File: src/rtl/render_mtx_scheduler.sv
// Frame-synchronous matrix scheduler: round-robin accepts A/B updates into a pending
// buffer that commits to the active matrix only on the blanking line. Optional macro:
// RENDER_SCHED_OVR_CNT_EN enables the overwritten-update counter on ovr_cnt.
module render_mtx_scheduler #(
    parameter int unsigned MTX_W         = 336,
    parameter int unsigned ST_W          = 4,
    parameter int unsigned V_COMMIT      = 480,
    parameter int unsigned SETTLE_CYCLES = 16
) (
    input  logic             pclk,
    input  logic             rst,
    input  logic [9:0]       h_cnt,
    input  logic [9:0]       v_cnt,
    input  logic [1:0]       req,
    input  logic [MTX_W-1:0] mtrx_a,
    input  logic [ST_W-1:0]  state_a,
    input  logic [MTX_W-1:0] mtrx_b,
    input  logic [ST_W-1:0]  state_b,
    output logic [1:0]       gnt,
    output logic [MTX_W-1:0] mtrx_out,
    output logic [ST_W-1:0]  state_out,
    output logic             render_ready,
    output logic             frame_tick,
    output logic [7:0]       ovr_cnt
);
    localparam int unsigned CNT_W = (SETTLE_CYCLES > 1) ? $clog2(SETTLE_CYCLES) : 1;

    typedef enum logic [1:0] {
        S_IDLE    = 2'd0,
        S_PENDING = 2'd1,
        S_SETTLE  = 2'd2
    } state_e;

    state_e             state_q, state_d;
    logic [1:0]         gnt_q, gnt_d;
    logic               last_b_q, last_b_d;
    logic [MTX_W-1:0]   pend_mtx_q, pend_mtx_d;
    logic [ST_W-1:0]    pend_st_q, pend_st_d;
    logic [MTX_W-1:0]   mtrx_out_q, mtrx_out_d;
    logic [ST_W-1:0]    state_out_q, state_out_d;
    logic               ready_q, ready_d;
    logic               frame_tick_q, frame_tick_d;
    logic [CNT_W-1:0]   cnt_q, cnt_d;
    logic               commit_evt_c;
    logic               arb_en_c;
    logic [1:0]         elig_c;
    logic [1:0]         gnt_sel_c;

    assign commit_evt_c = (v_cnt == 10'(V_COMMIT)) && (h_cnt == 10'd0);

    // Arbitration: a requester whose grant pulse is still visible is not eligible.
    assign arb_en_c = (state_q != S_SETTLE) && !commit_evt_c;
    assign elig_c   = req & ~gnt_q;

    always_comb begin
        gnt_sel_c = 2'b00;
        if (arb_en_c) begin
            case (elig_c)
                2'b01:   gnt_sel_c = 2'b01;
                2'b10:   gnt_sel_c = 2'b10;
                2'b11:   gnt_sel_c = last_b_q ? 2'b01 : 2'b10;
                default: gnt_sel_c = 2'b00;
            endcase
        end
    end

    always_comb begin
        state_d      = state_q;
        gnt_d        = gnt_sel_c;
        last_b_d     = last_b_q;
        pend_mtx_d   = pend_mtx_q;
        pend_st_d    = pend_st_q;
        mtrx_out_d   = mtrx_out_q;
        state_out_d  = state_out_q;
        ready_d      = ready_q;
        frame_tick_d = commit_evt_c;
        cnt_d        = cnt_q;

        if (gnt_sel_c != 2'b00) begin
            last_b_d   = gnt_sel_c[1];
            pend_mtx_d = gnt_sel_c[1] ? mtrx_b : mtrx_a;
            pend_st_d  = gnt_sel_c[1] ? state_b : state_a;
        end

        case (state_q)
            S_IDLE: begin
                if (gnt_sel_c != 2'b00) state_d = S_PENDING;
            end
            S_PENDING: begin
                // Commit edges never grant, so the buffer read here is stable.
                if (commit_evt_c) begin
                    mtrx_out_d  = pend_mtx_q;
                    state_out_d = pend_st_q;
                    ready_d     = 1'b0;
                    cnt_d       = CNT_W'(SETTLE_CYCLES - 1);
                    state_d     = S_SETTLE;
                end
            end
            S_SETTLE: begin
                if (cnt_q == '0) begin
                    ready_d = 1'b1;
                    state_d = S_IDLE;
                end else begin
                    cnt_d = cnt_q - CNT_W'(1);
                end
            end
            default: state_d = S_IDLE;
        endcase
    end

    always_ff @(posedge pclk or posedge rst) begin
        if (rst) begin
            state_q      <= S_IDLE;
            gnt_q        <= '0;
            last_b_q     <= 1'b1;
            pend_mtx_q   <= '0;
            pend_st_q    <= '0;
            mtrx_out_q   <= '0;
            state_out_q  <= '0;
            ready_q      <= 1'b0;
            frame_tick_q <= 1'b0;
            cnt_q        <= '0;
        end else begin
            state_q      <= state_d;
            gnt_q        <= gnt_d;
            last_b_q     <= last_b_d;
            pend_mtx_q   <= pend_mtx_d;
            pend_st_q    <= pend_st_d;
            mtrx_out_q   <= mtrx_out_d;
            state_out_q  <= state_out_d;
            ready_q      <= ready_d;
            frame_tick_q <= frame_tick_d;
            cnt_q        <= cnt_d;
        end
    end

`ifdef RENDER_SCHED_OVR_CNT_EN
    // Counts updates that replaced a still-uncommitted pending matrix.
    logic       ovr_inc_c;
    logic [7:0] ovr_q, ovr_d;

    assign ovr_inc_c = (state_q == S_PENDING) && (gnt_sel_c != 2'b00);

    always_comb begin
        ovr_d = ovr_q;
        if (ovr_inc_c && (ovr_q != 8'hFF)) ovr_d = ovr_q + 8'd1;
    end

    always_ff @(posedge pclk or posedge rst) begin
        if (rst) ovr_q <= 8'd0;
        else     ovr_q <= ovr_d;
    end

    assign ovr_cnt = ovr_q;
`else
    assign ovr_cnt = 8'd0;
`endif

    assign gnt          = gnt_q;
    assign mtrx_out     = mtrx_out_q;
    assign state_out    = state_out_q;
    assign render_ready = ready_q;
    assign frame_tick   = frame_tick_q;

endmodule

File: config.mk
export PLATFORM = sky130hd
export DESIGN_NAME = render_mtx_scheduler
export DESIGN_NICKNAME = d
export VERILOG_FILES = /design/src/rtl/render_mtx_scheduler.sv
export SDC_FILE = /design/constraint.sdc
export NUM_CORES = 2
export LEC_CHECK = 0
export ABC_AREA = 1
export ABC_CLOCK_PERIOD_IN_PS = 39800
export CAP_MARGIN = 40
export CORE_AREA = 4 4 414 416
export DETAILED_ROUTE_END_ITERATION = 10
export DIE_AREA = 0 0 418 420
export SETUP_SLACK_MARGIN = 0.05
export SLEW_MARGIN = 20
export SYNTH_ARGS = -nofsm -noshare
export SYNTH_HDL_FRONTEND = slang
export SYNTH_SLANG_ARGS = --single-unit
export TNS_END_PERCENT = 5
File: constraint.sdc
create_clock -name pclk -period 39.8 [get_ports pclk]
set_input_delay 5.97 -clock pclk [delete_from_list [all_inputs] [get_ports pclk]]
set_output_delay 5.97 -clock pclk [all_outputs]
set_load 0.01 [all_outputs]
==> impl_metrics.csv <==
group,metric,value,unit
floorplanning,chipHeight,420,µm
cells_and_area,drive_above_1_share,3.40,%
placement,gp_congestion,0.909,
floorplanning,start_util,19.8,%
synth,syn-cell-area,0.0331,mm²
synth,synth_xor_area_share,0,%
critical_path,setup.worst_path.end,"pend_mtx_q[225]",
synth,synth_most_common_cell,"nand2_1",
grt,grt_antenna_before_repair,17,
cts,cts_resized,0,
cts,cts_hold_buffers,0,
critical_path,rr_startpoint,"gnt[1]",
critical_path,reg2reg_to,"pend_mtx_q[274]",
synth,async_flop_share,100,%
critical_path,critical_path_class,"input port to register",
routing,drt-initial-drc-count,3012,
routing,vias,32400,
critical_path,rr_worst_depth,10,
worst_hold_path,hold_path_class,"register to register",
cts,numCtsBuffers,82,
timing,setup_tns,0,ns
placement,dp_hpwl,104,mm
synth,synth_adder_area_share,0.0378,%
grt,grt_pass1_vias,31400,
floorplanning,fp.coreArea,0.167,mm²
critical_path,critPathMaxFanout,68,
routing,drtPass1Iterations,7,
timing,maxSlewHeadroom,28.8,%
synth,syn_area_per_cell,7.41,µm²
floorplanning,ios,1056,
routing,detail_route.vias_per_cell,4.24,
synth,synth_compound_area_share,0.181,%
synth,synth_top_family_by_area,"simple AND/OR/NAND/NOR gates",
floorplanning,die_area,0.176,mm²
grt,grt_pass1_wl,206,mm
timing,fin_crit,10.50,ns
synth,yosys_warnings,0,
synth,synth_top_area_cell,"dfrtp_1",
cells_and_area,areaGrowthSynthToFinish,46.7,%
placement,dp.cells,7464,
synth,yosysSeqAreaShare,52.2,%
routing,post_drt_wl_per_cell,18.6,µm
timing,setup_viol,0,
cts,cts_max_path_buffers,3,
critical_path,crit_required,40.40,ns
routing,ant_nets,0,
synth,ys_ff_latch,691,
pwr,ir_drop,32.3,µV
cts,cts_tree,"yes",
synth,yosys-top-cells-count,"2053 x nand2_1, 697 x inv_1, 690 x dfrtp_1",
critical_path,critPathLaunch,"v_cnt[1]",
timing,fin_crit_sh,26.4,%
cells_and_area,layout.area.seq,0.0173,mm²
timing,hold_viol_final,0,
timing,tightest_slew,1.07,ns
routing,post-route-drc-count,0,
cts,root_buffer,"clkbuf_16",
critical_path,start_kind,"input port",
status,outcome,"completed",
cells_and_area,multiInputGateArea,0.0118,mm²
synth,synthMuxAreaShare,0.0302,%
cts,clkLatencyLatePin,0.68,ns
synth,netlist_top_cells_area,"dfrtp_1 52%, nand2_1 23%, inv_1 7.9%, nand4_1 6.4%, nand3_1 5.2%",
timing,clock_skew,0.0652,ns
synth,synth-main-ff-cell,"dfrtp_1",
cts,postCtsSetupBuffers,0,
pwr,power.density,41.1,mW/mm²
synth,synth_edf_count,0,
synth,synthCells,4468,
cells_and_area,fin_cells,7633,
timing,final_max_slew_viol_count,0,
synth,synth-simple-area-share,35.2,%
floorplanning,rows,150,
grt,grt_remaining_overflow,0,
critical_path,end_kind,"register",
grt,grt_max_degree,163,
cells_and_area,fin_area,0.0486,mm²
grt,track_usage,15.4,%
cells_and_area,nFillCells,17900,
critical_path,reg2reg_slack,35.17,ns
placement,placed_area,0.0456,mm²
placement,port_buffers,1047,
timing,rsz0062_at_grt,"no",
cts,path_clk_slew,0.06,ns
flow_run,drv_cap,0,
critical_path,crit_arrival,11.11,ns
routing,wirelength,142,mm
timing,hold_ws,0.464,ns
cells_and_area,fin_nets,6054,
floorplanning,fp.dieW,418,µm
synth,netlist.area_leader.share,52.1,%
synth,synth.distinct_cells,26,
cts,clock_sinks,691,
pwr,p_leak,25.6,nW
cts,h-tree-depth,3,
timing,fmaxAchievable,0.0952,GHz
## cell families (layout without fill, tap and decap cells)
kind of cell    after synthesis  after routing
simple gates               2760           2760
flops                       691            691
compound gates                8              8
buf+inv                    1006           1945
mux                           1              1
other cells                   1             23
fa+ha+maj                     1              1
## placed cells by master, fill, tap and decap left out, drive strengths merged, types with 5 or more instances in the layout
cell	n
nand3	348
inv	699
nor2	15
nand4	341
bufinv	5
diode	15
clkinv	18
clkbuf	122
buf	50
clkdlybuf4s50	1047
nand2	2054
conb	8
dfrtp	690
## state kept, by name, indices dropped and copies added, names as in the netlist
register and flops:
render_ready 1, cnt_q 4, mtrx_out 336, pend_st_q 4, pend_mtx_q 336, last_b_q 1, frame_tick 1, state_q 2
gnt 2, state_out 4
## power by group
part,switching (W),internal [W]
logic,0.000205,0.000145
clock network,0.000325,0.000447
registers,0.0000701,0.000803
## through the flow
step | util [%] | total power [W] | setup slack, ns
finish | 29.0 | 0.00199 | 29.30
global route | 29.0 | 0.00210 | 29.17
CTS | 28.9 | 0.00202 | 29.31
detailed placement | 27.3 | 0.00123 | 28.58
global placement | 27.1 | 0.00123 | 28.46
floorplan | - | 0.00106 | 14.46
## worst max-delay path, stage by stage
cell and delay, ns:
clkdlybuf4s50_1 0.40, nor2_1 0.43, nand2_1 0.10, nor2_1 0.55, nand3_4 0.68, o211ai_4 0.25, buf_4 0.67, buf_4 0.75
buf_4 0.59, buf_12 0.29, nand2_1 0.09, nand2_1 0.07
## layer usage
metal	up-vias	GRT usage (%)	wire, µm	share of wire [%]
met1	15500	18.8	56000	39
met4	4	6.57	5810	4.1
met2	1256	26.1	70000	49
met3	254	3.37	10100	7.1
met5	-	0	27	0.019
li1	15400	-	-	-
## worst min-delay path by stage
stage	startpoint	endpoint	slack (ns)	depth (start not counted)
5_1_grt	mtrx_out[192]	mtrx_out[192]	0.48	2
3_5_place_dp	mtrx_out[148]	mtrx_out[148]	0.46	2
4_1_cts	pend_mtx_q[124]	mtrx_out[124]	0.46	2
3_3_place_gp	mtrx_out[258]	mtrx_out[258]	0.45	2
6_report	pend_mtx_q[251]	mtrx_out[251]	0.46	2
2_1_floorplan	pend_mtx_q[0]	mtrx_out[0]	0.45	2
## layout make-up
cell class              count  share of cell area, %
diodes                     15                 0.0773
clock inverters            27                  0.845
repair buffers           1097                   23.2
multi-input cells        2778                   24.4
inverters                 699                   5.45
flip-flops and latches    691                   35.6
clock buffers             122                   4.85
well taps                2204                   5.68
No activity file was read; power rests on OpenSTA's default activity.
